[src/rtl/reqack_arbiter.sv]
// Three-channel round-robin request/acknowledge arbiter. It raises a sticky
// per-channel interrupt when a request waits too long or an owner holds too long.
module reqack_arbiter #(
  parameter int unsigned NUM_CH   = 3,
  parameter int unsigned MAX_WAIT = 5,
  parameter int unsigned MAX_HOLD = 8
) (
  input  logic              clk,
  input  logic              reset,
  input  logic              enb,
  input  logic [NUM_CH-1:0] req,
  input  logic [NUM_CH-1:0] done,
  input  logic [NUM_CH-1:0] intr_clr,
  output logic [NUM_CH-1:0] ack,
  output logic [NUM_CH-1:0] intrpt,
  output logic              busy
);

  localparam int unsigned      CNT_W    = 4;
  localparam int unsigned      IDX_W    = 2;
  localparam logic [CNT_W-1:0] CNT_MAX  = '1;
  localparam logic [CNT_W-1:0] WAIT_PRE = CNT_W'(MAX_WAIT - 1);
  localparam logic [CNT_W-1:0] HOLD_LIM = CNT_W'(MAX_HOLD - 1);
  localparam logic [IDX_W-1:0] LAST_RST = IDX_W'(NUM_CH - 1);

  typedef enum logic {IDLE, BUSY} state_t;

  state_t           state;
  logic [IDX_W-1:0] owner;
  logic [IDX_W-1:0] last;
  logic [CNT_W-1:0] hold_cnt;
  logic [CNT_W-1:0] wait_cnt [NUM_CH];

  logic              grant_c;
  logic [IDX_W-1:0]  winner_c;
  logic              release_c;
  logic [NUM_CH-1:0] wait_set_c;
  logic [NUM_CH-1:0] hold_set_c;

  // Round-robin pick: search starts one past the last owner.
  always_comb begin
    int unsigned cand;
    grant_c  = 1'b0;
    winner_c = last;
    cand     = 0;
    for (int unsigned k = 1; k <= NUM_CH; k++) begin
      cand = (32'(last) + k) % NUM_CH;
      if (!grant_c && req[IDX_W'(cand)]) begin
        grant_c  = 1'b1;
        winner_c = IDX_W'(cand);
      end
    end
  end

  // Owner leaves on done or abandon; hold-timeout forces release and flags it.
  always_comb begin
    release_c  = 1'b0;
    hold_set_c = '0;
    if (state == BUSY) begin
      if (done[owner] || !req[owner]) begin
        release_c = 1'b1;
      end else if (hold_cnt == HOLD_LIM) begin
        release_c  = 1'b1;
        hold_set_c = NUM_CH'(1) << owner;
      end
    end
  end

  // A wait episode flags exactly once, on the step that reaches MAX_WAIT.
  always_comb begin
    wait_set_c = '0;
    for (int unsigned i = 0; i < NUM_CH; i++) begin
      wait_set_c[i] = req[i] && !ack[i] && (wait_cnt[i] == WAIT_PRE);
    end
  end

  always_ff @(posedge clk) begin
    if (reset) begin
      state    <= IDLE;
      owner    <= '0;
      last     <= LAST_RST;
      hold_cnt <= '0;
      ack      <= '0;
      intrpt   <= '0;
      busy     <= 1'b0;
      for (int unsigned i = 0; i < NUM_CH; i++) begin
        wait_cnt[i] <= '0;
      end
    end else begin
      intrpt <= (intrpt & ~intr_clr) | wait_set_c | hold_set_c;

      for (int unsigned i = 0; i < NUM_CH; i++) begin
        if (!req[i] || ack[i]) begin
          wait_cnt[i] <= '0;
        end else if (wait_cnt[i] != CNT_MAX) begin
          wait_cnt[i] <= wait_cnt[i] + CNT_W'(1);
        end
      end

      case (state)
        IDLE: begin
          if (enb && grant_c) begin
            state    <= BUSY;
            owner    <= winner_c;
            ack      <= NUM_CH'(1) << winner_c;
            busy     <= 1'b1;
            hold_cnt <= '0;
          end
        end
        BUSY: begin
          if (release_c) begin
            state <= IDLE;
            ack   <= '0;
            busy  <= 1'b0;
            last  <= owner;
          end else if (hold_cnt != CNT_MAX) begin
            hold_cnt <= hold_cnt + CNT_W'(1);
          end
        end
        default: begin
          state <= IDLE;
          ack   <= '0;
          busy  <= 1'b0;
        end
      endcase
    end
  end

endmodule
[config.mk]
export PLATFORM = sky130hd
export DESIGN_NAME = reqack_arbiter
export DESIGN_NICKNAME = d
export VERILOG_FILES = /design/src/rtl/reqack_arbiter.sv
export SDC_FILE = /design/constraint.sdc
export NUM_CORES = 1
export LEC_CHECK = 0
export BUFFER_PORTS_ARGS = -buffer_cell sky130_fd_sc_hd__buf_2
export CORE_MARGIN = 1.5
export CORE_UTILIZATION = 35
export DETAILED_ROUTE_END_ITERATION = 12
export GPL_TIMING_DRIVEN = 1
export SLEW_MARGIN = 15
export SYNTH_ARGS = -nofsm -noshare
export SYNTH_HDL_FRONTEND = slang
export SYNTH_SLANG_ARGS = --single-unit
export TNS_END_PERCENT = 20
[constraint.sdc]
create_clock -name clk -period 4.4 [get_ports clk]
set_input_delay 0.44 -clock clk [delete_from_list [all_inputs] [get_ports clk]]
set_output_delay 0.44 -clock clk [all_outputs]
set_load 0.02 [all_outputs]
; Word level (Yosys, flattened, before mapping)
; Memory sizes are Yosys's and may differ from the RTL's.
; Cells that the tools add are included.
[word_totals]
word_cells = 137
input_bits = 12
out_inout_bits = 7
ram_bits = 12
memories = 1
reg_bits = 16
[op_classes]
n_addsub = 7
reduce_logical = 26
n_bitwise = 11
n_shift = 2
muxes = 64
n_lt_le_gt_ge = 4
div = 3
n_eq_ne = 12
[memory_table]
columns = memory, depth, width, read_ports, rd_clocked_by_memory_dff, write_ports, line
row1 = wait_cnt, 3, 4, 3, 0, 3, 32  ; logic [CNT_W-1:0] wait_cnt [NUM_CH];
[op_table]
columns = cell, count
row1 = $mod 32x2->32 const B, 3
row2 = $mux 1, 38
row3 = $mux 4, 9
row4 = $add 4x1->4 const B, 4
row5 = $eq 4x3->1 const B, 4
row6 = $ne 4x4->1 const B, 4
row7 = $mux 3, 5
row8 = $lt 2x3->1 const B, 4
row9 = $bmux 1 s2, 5
row10 = $logic_and 1x1->1, 9
row11 = $logic_not 1->1, 9
row12 = $pmux 4 s2, 1
row13 = $add 2x2->3 const B, 2
row14 = $mux 2, 3
row15 = $or 1x1->1, 6
row16 = $or 3x3->3, 2
row17 = $pmux 3 s2, 1
row18 = $reduce_and 2->1, 3
row19 = $shl 1x2->3 const A, 2
row20 = $logic_or 1x1->1, 4
row21 = $ne 2x1->1 const B, 2
row22 = $ne 2x2->1 const B, 2
row23 = $pmux 1 s2, 2
row24 = $add 2x1->3 const B, 1
row25 = other kinds (4), 4

; Depth between registers and ports, before layout
; Gate-level depths: netlist of run 1.
[depth]
word_depth = 14
ltp_mapped = 7
ltp_nobuf = 7

; Worst setup path after synthesis of run 1
; Ideal clock, no wire load.
[synth_path]
path_kind = register -> register
start = register last[0]
end = register ack[0]
period_less_slack_ps = 1980
required_time_ps = 4282
setup_time_ps = 118
path_stages_with_launch = 8
t_arrival_ps = 1863
setup_slack_ps = 2420
path_cell_list = dfxtp_1 inv_1 ha_1 inv_1 or3_4 and3_4 o311a_1 o2bb2ai_1
[synth_between]
elab_chain_cells = 14
word_cells_on_any_way = 28
cone_classes = 3 x add/sub / 3 x div / 1 x eq/ne / 1 x shift / 14 x mux / 6 x reduce/logical
[synth_rtl]
columns = element, line
row1 = from (decl), 30  ; logic [IDX_W-1:0] last;
row2 = from (signal assigned), 115  ; last <= owner;
row3 = $add 2x1->3, 47  ; cand = (32'(last) + k) % NUM_CH;
row4 = $mod 32x2->32, 47
row5 = $bmux 1 s2, 48  ; if (!grant_c && req[IDX_W'(cand)]) begin
row6 = $mux 1 (not written as such), 48
row7 = $mux 1, 48
row8 = $logic_not 1->1, 48
row9 = $logic_and 1x1->1, 48
row10 = $mux 1, 48
row11 = $logic_not 1->1, 48
row12 = $logic_and 1x1->1, 48
row13 = $mux 2 or $mux 1 (tied branches), 48
row14 = $shl 1x2->3 or $logic_and 1x1->1 (tied branches), "105, 102"
row15 = $mux 3 or $ne 2x2->1 (tied branches), -
row16 = $pmux 3 s2 or $reduce_and 2->1 (tied branches), -
row17 = to (signal assigned), 105  ; ack <= NUM_CH'(1) << winner_c;
row18 = to (decl), 14  ; output logic [NUM_CH-1:0] ack,
; Parallel ways exist; a longest one is shown, timed or not. The select of a mux whose other input is x is not followed.
; A chain may end at the register's enable or synchronous reset.

; Worst setup path in the final report of run 1
[layout_path]
start = register last[1]
end = register ack[0]
; Same word-level chain as after synthesis.

==> impl_metrics.yaml, run 1 <==
route:
  totalWireLength_mm: 3.613
  dr.first_iter.drc_count: 59
  ant_nets: 0
  drt_pre_antenna_iters: 4
  remaining_routing_drc_violations: 0
  route.vias.total: 1379
  via_per_inst: 5.107
  wl_per_cell_um: 13.38
worst_setup_path:
  critical_path.cell_chain: "inv_1, ha_1, a22o_1, a211o_4, and3_4, o311a_1, o2bb2ai_1"
  rr_startpoint: "last[1]"
  crit_start: "last[1]"
  critPathBufInv: 1
  worstSetupEndpointType: "flip-flop"
  ff2ff_path_depth: 7
  worstPathArrival_ns: 2.31
  critPathTopFamily: "compound AO/OA/AOI/OAI gates"
  timing.critical_path.slowest_cell_delay_ns: 0.42
  critical_path_required_ns: 4.58
  worst_path_max_delay_cell: "sky130_fd_sc_hd__dfxtp_1"
  worst-path-stages: 7
  crit_path_max_fanout: 7
  path_class: "flip-flop to flip-flop"
  worstSetupStartpointType: "flip-flop"
placed_design:
  place.gp.congestion: 0.8251
  detailed_placement_hpwl_mm: 2.746
  post-place-ws_ns: 2.295
  place.detailed.instances: 266
  place.port_buffers: 18
hold_path:
  hold_path_depth: 3
  hp-class: "input pin to flip-flop"
  hold_start: "enb"
pwr:
  combPwrFrac_pct: 19.6
  switching_share_pct: 27.82
  total_switching_power_uw: 175.4
  cellLeakagePower_nw: 0.7850
  power_frac_clock_pct: 32.9
  p_seq_share_pct: 47.5
  internal_power_uw: 455.2
  powerDensity_mw_per_mm2: 322.7
  worst_case_vdd_ir_drop_mv: 0.1288
logic_synthesis:
  synth_async_sr_flop_share_pct: 0
  synth.cell_area_mm2: 0.001722
  synth_fp_nets: 207
  synth_top_flop_cell: "sky130_fd_sc_hd__dfxtp_1"
  ys_seq_area_share_pct: 39.53
  yosys-top-cells-area: "sky130_fd_sc_hd__edfxtp_1 21%, sky130_fd_sc_hd__dfxtp_1 19%, sky130_fd_sc_hd__ha_1 8.0%"
  synth_enable_flop_cells: 12
  post-synth-top-area-cell: "sky130_fd_sc_hd__edfxtp_1"
  post_synth_num_cell_types: 53
  synth_top_cell_area_share_pct: 20.93
  synth-warning-count: 0
  avgSynthCellArea_um2: 9.357
  ys_seq_elements: 28
  synthesis.instances: 184
die:
  floorplan.die.width_um: 73.14
  initial_utilization_pct: 36.45
  top_level_ports: 19
  fp.dieH_um: 73.14
  fp_rows: 25
  fp.dieArea_mm2: 0.005349
  core_ar_mm2: 0.004723
cts:
  post-cts-setup-buffer-count: 0
  cts-buffers-inserted: 3
  tritoncts: "yes"
  clock_sink_total: 28
  cts_buffer_depth: 2
  cts-htree-levels: 1
  cts_hold_repair.buffers: 0
  clk_pin_slew_worst_setup_hold_paths_ns: 0.10
  clock_insertion_delay_worst_skew_ns: 0.28
  cts_resized: 0
  root_buffer: "sky130_fd_sc_hd__clkbuf_8"
global_routing:
  grt.total_usage_pct: 15.08
  grt_antenna_before_repair: 0
  first_global_vias: 1338
  grt_start_max_net_pins: 19
  grt_pass1_wl_mm: 6.216
  grt.overflow.total: 0
outcome:
  outcome: "complete, no violations"
sta:
  min_period_ns: 2.132
  max_freq_mhz: 468.9
  timing.final.crit_share_pct: 48.47
  max_slew_margin_pct: 70.13
  timing_worst_slew_pin_value_ns: 0.4481
  postLayoutSetupSlackWorst_ns: 2.268
  timing_hold_violations_final: 0
  slew_violations: 0
  grt_setup_unrepaired: "false"
  setup-violations-final: 0
  sum_of_negative_setup_slack_ns: 0
  fin_skew_ns: 0.005274
cells_and_area:
  n_fill_cell: 490
  instances_no_fill: 270
  final_net_count: 227
  drive_above_1_share_pct: 15.27
  num_antenna_cells: 0
  layout_overhead_on_the_synthesized_area_pct: 13.52
run:
  timing.max_cap.violations: 0
## worst reg2reg max path, delay by kind of cell (launching register included)
family	cells	cell delay [ns]
buffers and inverters	1	0.10
AO/OA/AOI/OAI	4	1.08
flip-flops	1	0.42
AND/OR/NAND/NOR	1	0.17
adder cells (fa/ha/maj)	1	0.27
## synthesized netlist by cell type (all sizes together), types with 2 or more instances
library cell  count
a211o             2
a211oi            3
a21oi             9
a22o              3
and3              5
clkbuf            2
dfxtp            16
edfxtp           12
ha               11
inv              13
nand2            13
nand2b            5
nand3            10
nand3b            2
nand4             2
nor2             17
nor2b             7
nor3              5
nor3b             2
o211ai            2
o21a              2
o21ai             5
o22ai             3
o32ai             2
or3               4
xnor2             4
xor2              3
## layout make-up
class | instances | area (um^2) | area share, %
multi-input combinational | 139 | 975.9 | 49.94
clock inverter | 1 | 30.03 | 1.536
inverter | 14 | 52.55 | 2.689
tap | 67 | 83.83 | 4.289
timing repair buffer | 18 | 90.09 | 4.609
clock buffer | 3 | 41.29 | 2.113
sequential | 28 | 680.7 | 34.83
## layout by cell type, fill, tap and decap left out, drive strengths merged, types with 3 or more instances in the layout
master and instances:
and3 5, nand2b 5, or3 4, nor2b 7, nor2 17, o21ai 5
clkbuf 3, a211oi 3, buf 18, o22ai 3, xor2 3, xnor2 4
nand3 10, a21oi 9, a22o 3, edfxtp 12, nor3 5, dfxtp 16
ha 11, inv 13, nand2 13
## per-stage QoR
stage | total power [mW] | instance area [um^2] | hold slack (ns) | utilization [%]
final | 0.6306 | 1954 | 0.4729 | 41.38
after global routing | 0.6587 | 1954 | 0.4914 | 41.38
after CTS | 0.6335 | 1954 | 0.4712 | 41.38
after detailed placement | 0.4294 | 1883 | 0.4929 | 39.87
after global placement | 0.4290 | 1883 | 0.4853 | 39.87
after floorplan | 0.3940 | 1722 | 0.4583 | -
## sequential cells by signal, indices dropped and copies added, names as in the netlist
register  count
wait_cnt     12
last          2
hold_cnt      4
busy          1
state         1
intrpt        3
owner         2
ack           3
## logic make-up after synthesis
| logic type | count (synthesis) | synth area share [%] |
|---|---|---|
| adder cells (fa/ha/maj) | 11 | 7.994 |
| flip-flops | 28 | 39.54 |
| XOR/XNOR | 7 | 3.561 |
| AO/OA/AOI/OAI | 43 | 20.20 |
| buffers and inverters | 17 | 3.779 |
| multiplexers | 1 | 0.5814 |
| AND/OR/NAND/NOR | 77 | 24.35 |
## path summary, 6_finish.rpt
path | end | slack, ns
min reg2reg | hold_cnt[1] | 0.51
max | ack[0] | 2.27
max reg2reg | ack[0] | 2.27
min | state | 0.47
## layer usage
metal | up-vias | part of all wire, % | track usage [%] | wire (um)
li1 | 709 | - | - | -
met1 | 636 | 50 | 20.99 | 1800
met2 | 29 | 45 | 23.94 | 1621
met3 | 5 | 3.4 | 1.243 | 123
met4 | 0 | 1.9 | 6.289 | 68
met5 | - | 0 | 0 | 0
## power by group through the flow
stage,Sequential [mW],Clock (mW),Combinational (mW)
6_report,0.300,0.207,0.124
5_1_grt,0.302,0.217,0.139
4_1_cts,0.300,0.210,0.124
3_5_place_dp,0.306,0,0.123
3_3_place_gp,0.306,0,0.123
2_1_floorplan,0.305,0,0.0892
Power figures use the tool's default switching activity.
==> run 2, diff against run 1 <==
--- a/config.mk
+++ b/config.mk
@@ -5,6 +5,7 @@
 export SDC_FILE = /design/constraint.sdc
 export NUM_CORES = 1
 export LEC_CHECK = 0
+export ABC_AREA = 1
 export BUFFER_PORTS_ARGS = -buffer_cell sky130_fd_sc_hd__buf_2
 export CORE_MARGIN = 1.5
 export CORE_UTILIZATION = 35
==> constraint.sdc (replaced) <==
create_clock -name clk -period 2.1 [get_ports clk]
set_input_delay 0.21 -clock clk [delete_from_list [all_inputs] [get_ports clk]]
set_output_delay 0.21 -clock clk [all_outputs]
set_load 0.02 [all_outputs]
==> run 2 against run 1 <==
Compared with the run above:
- die area decreased by 2.1%
- global-route usage decreased by 0.76 points
- wire length decreased by 6.1%
- final cell count increased by 6.3%
- combinational power increased to 6.2 times the previous value
- sequential power increased to 2.6 times the previous value
- non-clock buffer count increased by 1
- sequential share of layout area increased by 0.59 points
- maximum frequency increased by 13%
- clock power increased by 110%
- total power increased to 3.1 times the previous value
- synthesized area decreased by 2.2%
- largest power group unchanged
- highest routed layer unchanged
==> impl_metrics.yaml, run 2 <==
outcome:
  outcome: "complete, no violations"
placed_design:
  detailed_placement_hpwl_mm: 2.622
  place.gp.congestion: 0.8699
  place.port_buffers: 18
hold_path:
  hp-class: "input pin to flip-flop"
route:
  dr.first_iter.drc_count: 42
  remaining_routing_drc_violations: 0
  via_per_inst: 4.937
  route.vias.total: 1417
  ant_nets: 0
  wl_per_cell_um: 11.82
  totalWireLength_mm: 3.393
  drt_pre_antenna_iters: 6
cells_and_area:
  drive_above_1_share_pct: 17.60
  num_antenna_cells: 0
  layout_overhead_on_the_synthesized_area_pct: 14.12
  reg_top3: "wait_cnt x12, hold_cnt x4"
  final_net_count: 257
  layout.cells.most_common_list: "38 x sky130_fd_sc_hd__nand3_1, 33 x sky130_fd_sc_hd__nand2_1, 28 x sky130_fd_sc_hd__inv_1, 18 x sky130_fd_sc_hd__nor2_1, 18 x sky130_fd_sc_hd__buf_2"
  layout.cells.most_common: "sky130_fd_sc_hd__nand3_1"
  largest_register: "wait_cnt"
  n_fill_cell: 491
  largest_register_ffs: 12
logic_synthesis:
  synth_async_sr_flop_share_pct: 0
  synth_top_flop_cell: "sky130_fd_sc_hd__dfxtp_1"
  post-synth-top-area-cell: "sky130_fd_sc_hd__edfxtp_1"
  avgSynthCellArea_um2: 7.944
  synth.cell_area_mm2: 0.001684
  synth_most_common_cell: "sky130_fd_sc_hd__nand3_1"
  ys_seq_area_share_pct: 40.42
  synthesis.instances: 212
  synth_fp_nets: 235
  synth.cells.most_frequent: "38 x sky130_fd_sc_hd__nand3_1, 33 x sky130_fd_sc_hd__nand2_1, 28 x sky130_fd_sc_hd__inv_1, 18 x sky130_fd_sc_hd__nor2_1, 16 x sky130_fd_sc_hd__dfxtp_1"
  synth-warning-count: 0
  synth_enable_flop_cells: 12
  synth_top_cell_area_share_pct: 21.40
  ys_seq_elements: 28
  yosys-top-cells-area: "sky130_fd_sc_hd__edfxtp_1 21%, sky130_fd_sc_hd__dfxtp_1 19%, sky130_fd_sc_hd__nand3_1 11%"
  post_synth_num_cell_types: 29
global_routing:
  grt_start_max_net_pins: 17
  grt.overflow.total: 0
  grt_pass1_wl_mm: 5.934
  grt_antenna_before_repair: 0
  first_global_vias: 1330
  grt.total_usage_pct: 14.31
worst_setup_path:
  critical_path_required_ns: 2.28
  path_class: "flip-flop to flip-flop"
  worstPathArrival_ns: 2.06
  reg2reg_setup_slack_ns: 0.22
  worstSetupStartpointType: "flip-flop"
  worstSetupEndpointType: "flip-flop"
  crit_path_max_fanout: 9
cts:
  clk_pin_slew_worst_setup_hold_paths_ns: 0.10
  cts-buffers-inserted: 3
  cts-htree-levels: 1
  tritoncts: "yes"
  cts_hold_repair.buffers: 0
  clock_sink_total: 28
  clock_insertion_delay_worst_skew_ns: 0.28
  cts_buffer_depth: 2
  root_buffer: "sky130_fd_sc_hd__clkbuf_8"
die:
  fp.dieArea_mm2: 0.005237
  core_ar_mm2: 0.004692
  top_level_ports: 19
  floorplan.die.width_um: 72.37
  fp_rows: 25
  initial_utilization_pct: 35.89
  fp.dieH_um: 72.37
sta:
  fin_skew_ns: 0.002151
  setup-violations-final: 0
  sum_of_negative_setup_slack_ns: 0
  max_freq_mhz: 532.0
  timing.final.crit_share_pct: 89.50
  slew_violations: 0
  max_slew_margin_pct: 74.61
  timing_worst_slew_pin_value_ns: 0.3795
  timing_hold_violations_final: 0
  min_period_ns: 1.880
  grt_setup_unrepaired: "false"
pwr:
  combPwrFrac_pct: 38.9
  power_frac_clock_pct: 21.7
  powerDensity_mw_per_mm2: 1033
  finalPower_mw: 1.986
  total_switching_power_uw: 768.5
  internal_power_mw: 1.218
  cellLeakagePower_nw: 0.8456
  worst_case_vdd_ir_drop_mv: 0.4474
  p_seq_share_pct: 39.4
  switching_share_pct: 38.70
run:
  timing.max_cap.violations: 0
-- run 2: changes by cell type after synthesis, moves of 4 or more --
| cell | delta |
|---|---|
| sky130_fd_sc_hd__and3_1 | -4 |
| sky130_fd_sc_hd__a21oi_1 | +5 |
| sky130_fd_sc_hd__nand2b_1 | -5 |
| sky130_fd_sc_hd__inv_1 | +15 |
| sky130_fd_sc_hd__nand4_1 | +4 |
| sky130_fd_sc_hd__nand3_1 | +28 |
| sky130_fd_sc_hd__nand2_2 | +5 |
| sky130_fd_sc_hd__nor3_1 | -4 |
| sky130_fd_sc_hd__nor2b_1 | -7 |
| sky130_fd_sc_hd__nand2_1 | +20 |
-- run 2: repair_timing --
item / in CTS / in global routing
setup endpoints to repair: 0 / 7
setup buffers: 0 / 0
resized for setup: 0 / 2
-- run 2: cell families after synthesis --
kind of cell	after synthesis	synth area share [%]
AOI/OAI and AO/OA	27	10.62
and+or+nand+nor	107	30.39
DFF	28	40.42
xor gates and xnor gates	5	2.601
buffers and inverters	34	7.801
adders and majority gates	11	8.172
-- run 2: through the flow --
step	setup slack [ns]	util, %	instance area [um^2]	hold slack (ns)	cells
3_3_place_gp	0.1494	39.17	1838	0.4729	283
2_1_floorplan	0.2840	-	1684	0.3709	212
5_1_grt	0.06053	40.96	1922	0.2084	287
3_5_place_dp	0.1005	39.17	1838	0.4617	283
6_report	0.2204	40.96	1922	0.2064	287
4_1_cts	0.08857	40.69	1909	0.1942	287
-- run 2: worst max-delay path: stages (launching register included) --
cell and delay [ns]:
sky130_fd_sc_hd__dfxtp_1 0.39, sky130_fd_sc_hd__inv_1 0.11, sky130_fd_sc_hd__ha_4 0.33, sky130_fd_sc_hd__inv_2 0.05, sky130_fd_sc_hd__nand2_2 0.07, sky130_fd_sc_hd__nand3_2 0.09, sky130_fd_sc_hd__nand2_4 0.11, sky130_fd_sc_hd__nand2_2 0.07
sky130_fd_sc_hd__o21ai_4 0.16, sky130_fd_sc_hd__inv_2 0.06, sky130_fd_sc_hd__nand2_4 0.11, sky130_fd_sc_hd__nand2_2 0.07, sky130_fd_sc_hd__a21oi_1 0.13, sky130_fd_sc_hd__nor2_1 0.05
-- run 2: final cells by class --
| class | count | area, um^2 | share of cell area [%] |
|---|---|---|---|
| multi-input combinational | 150 | 884.6 | 46.03 |
| sequential | 28 | 680.7 | 35.42 |
| inverter | 32 | 120.1 | 6.250 |
| timing repair buffer | 19 | 97.59 | 5.078 |
| tap | 54 | 67.56 | 3.516 |
| clock buffer | 3 | 41.29 | 2.148 |
| clock inverter | 1 | 30.03 | 1.563 |
-- run 2: final timing paths --
| kind | cells after the start | end | start |
|---|---|---|---|
| max reg2reg | 13 | hold_cnt[2] | last[0] |
| min | 4 | intrpt[0] | intr_clr[0] |
| max | 13 | hold_cnt[2] | last[0] |
| min reg2reg | 2 | busy | busy |
-- run 2: power groups by stage --
stage          logic (mW)  clock network (mW)  registers [mW]
3_3_place_gp        0.753                   0           0.791
2_1_floorplan       0.584                   0           0.801
4_1_cts             0.755               0.447           0.781
5_1_grt             0.889               0.462           0.801
6_report            0.773               0.431           0.783
3_5_place_dp        0.752                   0           0.793
-- run 2: layer usage --
metal	vias up	track usage, %	wire length (um)
met5	-	0	0
met4	0	4.403	48
met3	5	2.083	84
met2	24	23.25	1452
met1	640	19.74	1808
li1	748	-	-
==> run 3, diff against run 2 <==
--- a/config.mk
+++ b/config.mk
@@ -11,6 +11,7 @@
 export CORE_UTILIZATION = 35
 export DETAILED_ROUTE_END_ITERATION = 12
 export GPL_TIMING_DRIVEN = 1
+export PLACE_DENSITY_LB_ADDON = 0.25
 export SLEW_MARGIN = 15
 export SYNTH_ARGS = -nofsm -noshare
 export SYNTH_HDL_FRONTEND = slang
==> run 3 against run 2 <==
Compared with the run above:
- wire length decreased by 1.3%
- cell area decreased by 0.59%
- global-route usage decreased by 0.37 points
==> impl_metrics.yaml, run 3 (same netlist as run 2, synthesis figures left out) <==
pwr:
  internal_power_mw: 1.172
  p_seq_share_pct: 40.3
  combPwrFrac_pct: 39.9
  power_frac_clock_pct: 19.7
  finalPower_mw: 1.943
  total_switching_power_uw: 771.5
  worst_case_vdd_ir_drop_mv: 0.3949
  cellLeakagePower_nw: 0.8394
  powerDensity_mw_per_mm2: 1017
  switching_share_pct: 39.70
worst_setup_path:
  worstPathArrival_ns: 2.01
  crit_path_max_fanout: 8
  critical_path_required_ns: 2.29
  worstSetupStartpointType: "flip-flop"
  worstSetupEndpointType: "flip-flop"
  path_class: "flip-flop to flip-flop"
cells_and_area:
  drive_above_1_share_pct: 17.67
  num_antenna_cells: 0
  instances_no_fill: 286
  reg_top3: "wait_cnt x12, hold_cnt x4"
  layout_overhead_on_the_synthesized_area_pct: 13.45
  final_net_count: 256
  largest_register: "wait_cnt"
  n_fill_cell: 486
  layout.cells.most_common_list: "38 x sky130_fd_sc_hd__nand3_1, 33 x sky130_fd_sc_hd__nand2_1, 28 x sky130_fd_sc_hd__inv_1, 18 x sky130_fd_sc_hd__nor2_1, 18 x sky130_fd_sc_hd__buf_2"
  largest_register_ffs: 12
  layout.cells.most_common: "sky130_fd_sc_hd__nand3_1"
placed_design:
  place.detailed.instances: 282
  place.port_buffers: 18
  detailed_placement_hpwl_mm: 2.646
  place.gp.congestion: 0.7893
route:
  route.vias.total: 1425
  remaining_routing_drc_violations: 0
  ant_nets: 0
  dr.first_iter.drc_count: 65
  totalWireLength_mm: 3.348
  via_per_inst: 4.983
  drt_pre_antenna_iters: 4
  wl_per_cell_um: 11.71
cts:
  clock_insertion_delay_worst_skew_ns: 0.28
  clk_pin_slew_worst_setup_hold_paths_ns: 0.10
  cts_hold_repair.buffers: 0
  tritoncts: "yes"
  cts_buffer_depth: 2
  cts-htree-levels: 1
  cts-buffers-inserted: 3
  root_buffer: "sky130_fd_sc_hd__clkbuf_8"
  post-cts-setup-buffer-count: 0
  clock_sink_total: 28
global_routing:
  grt.overflow.total: 0
  first_global_vias: 1287
  grt.total_usage_pct: 13.95
  grt_antenna_before_repair: 0
  grt_use_met2_pct: 22.12
  grt_start_max_net_pins: 17
  global_routing_usage_on_met3_pct: 3.056
  grt_pass1_wl_mm: 5.747
  grt.busiest_layer: "met2"
  grtUsageMet1_pct: 18.90
hold_path:
  hp-class: "input pin to flip-flop"
die:
  core_ar_mm2: 0.004692
  fp.dieArea_mm2: 0.005237
  initial_utilization_pct: 35.89
  fp_rows: 25
  floorplan.die.width_um: 72.37
  fp.dieH_um: 72.37
  top_level_ports: 19
run:
  timing.max_cap.violations: 0
sta:
  timing.final.crit_share_pct: 86.66
  slew_violations: 0
  grt_setup_unrepaired: "false"
  max_slew_margin_pct: 75.63
  sum_of_negative_setup_slack_ns: 0
  setup-violations-final: 0
  min_period_ns: 1.820
  timing_worst_slew_pin_value_ns: 0.3641
  max_freq_mhz: 549.5
  timing_hold_violations_final: 0
  fin_skew_ns: 0.01307
outcome:
  outcome: "complete, no violations"
## run 3: through the flow
stage	area, um^2	hold slack [ns]	worst slack (ns)	utilization [%]
6_report	1911	0.1818	0.2801	40.72
5_1_grt	1911	0.1985	0.03085	40.72
4_1_cts	1897	0.1745	0.09631	40.43
3_5_place_dp	1831	0.4617	0.1007	39.01
3_3_place_gp	1831	0.4650	0.1341	39.01
2_1_floorplan	1684	0.3709	0.2840	-
## run 3: worst max-delay path, cell delays in order, from the launching register on
cell	delay, ns
sky130_fd_sc_hd__dfxtp_2	0.36
sky130_fd_sc_hd__inv_1	0.09
sky130_fd_sc_hd__ha_4	0.33
sky130_fd_sc_hd__inv_2	0.05
sky130_fd_sc_hd__nand2_2	0.06
sky130_fd_sc_hd__nand3_2	0.09
sky130_fd_sc_hd__nand2_4	0.11
sky130_fd_sc_hd__nand3_1	0.11
sky130_fd_sc_hd__or2_1	0.24
sky130_fd_sc_hd__nand3_1	0.10
sky130_fd_sc_hd__o21ai_0	0.08
sky130_fd_sc_hd__nand2_1	0.06
sky130_fd_sc_hd__inv_1	0.04
## run 3: final timing paths
| kind | depth (start not counted) | slack [ns] | endpoint | start |
|---|---|---|---|---|
| hold reg to reg | 2 | 0.47 | busy | busy |
| setup reg to reg | 12 | 0.28 | owner[1] | last[0] |
| setup / recovery | 12 | 0.28 | owner[1] | last[0] |
| hold / removal | 4 | 0.18 | intrpt[0] | intr_clr[0] |
## run 3: layer usage
metal	up-vias	part of all wire, %
li1	753	-
met5	-	0
met4	0	1.2
met2	21	46
met3	4	3.7
met1	647	49
## run 3: final cells by class
class	count	area, um^2	area share [%]
multi-input combinational	150	884.6	46.30
timing repair buffer	18	90.09	4.715
sequential	28	681.9	35.69
inverter	32	120.1	6.287
tap	54	67.56	3.536
clock buffer	4	66.31	3.471
## run 3: power groups by stage
| stage | clock (mW) | sequential, mW | combinational (mW) |
|---|---|---|---|
| 6_report | 0.383 | 0.784 | 0.776 |
| 5_1_grt | 0.424 | 0.802 | 0.886 |
| 4_1_cts | 0.400 | 0.782 | 0.759 |
| 3_5_place_dp | 0 | 0.796 | 0.755 |
| 3_3_place_gp | 0 | 0.793 | 0.754 |
| 2_1_floorplan | 0 | 0.801 | 0.584 |
## run 3: repair_timing
item,CTS,global route
gates resized for setup,0,3
endpoints found under the hold margin,0,0
endpoints found under the setup margin,0,9
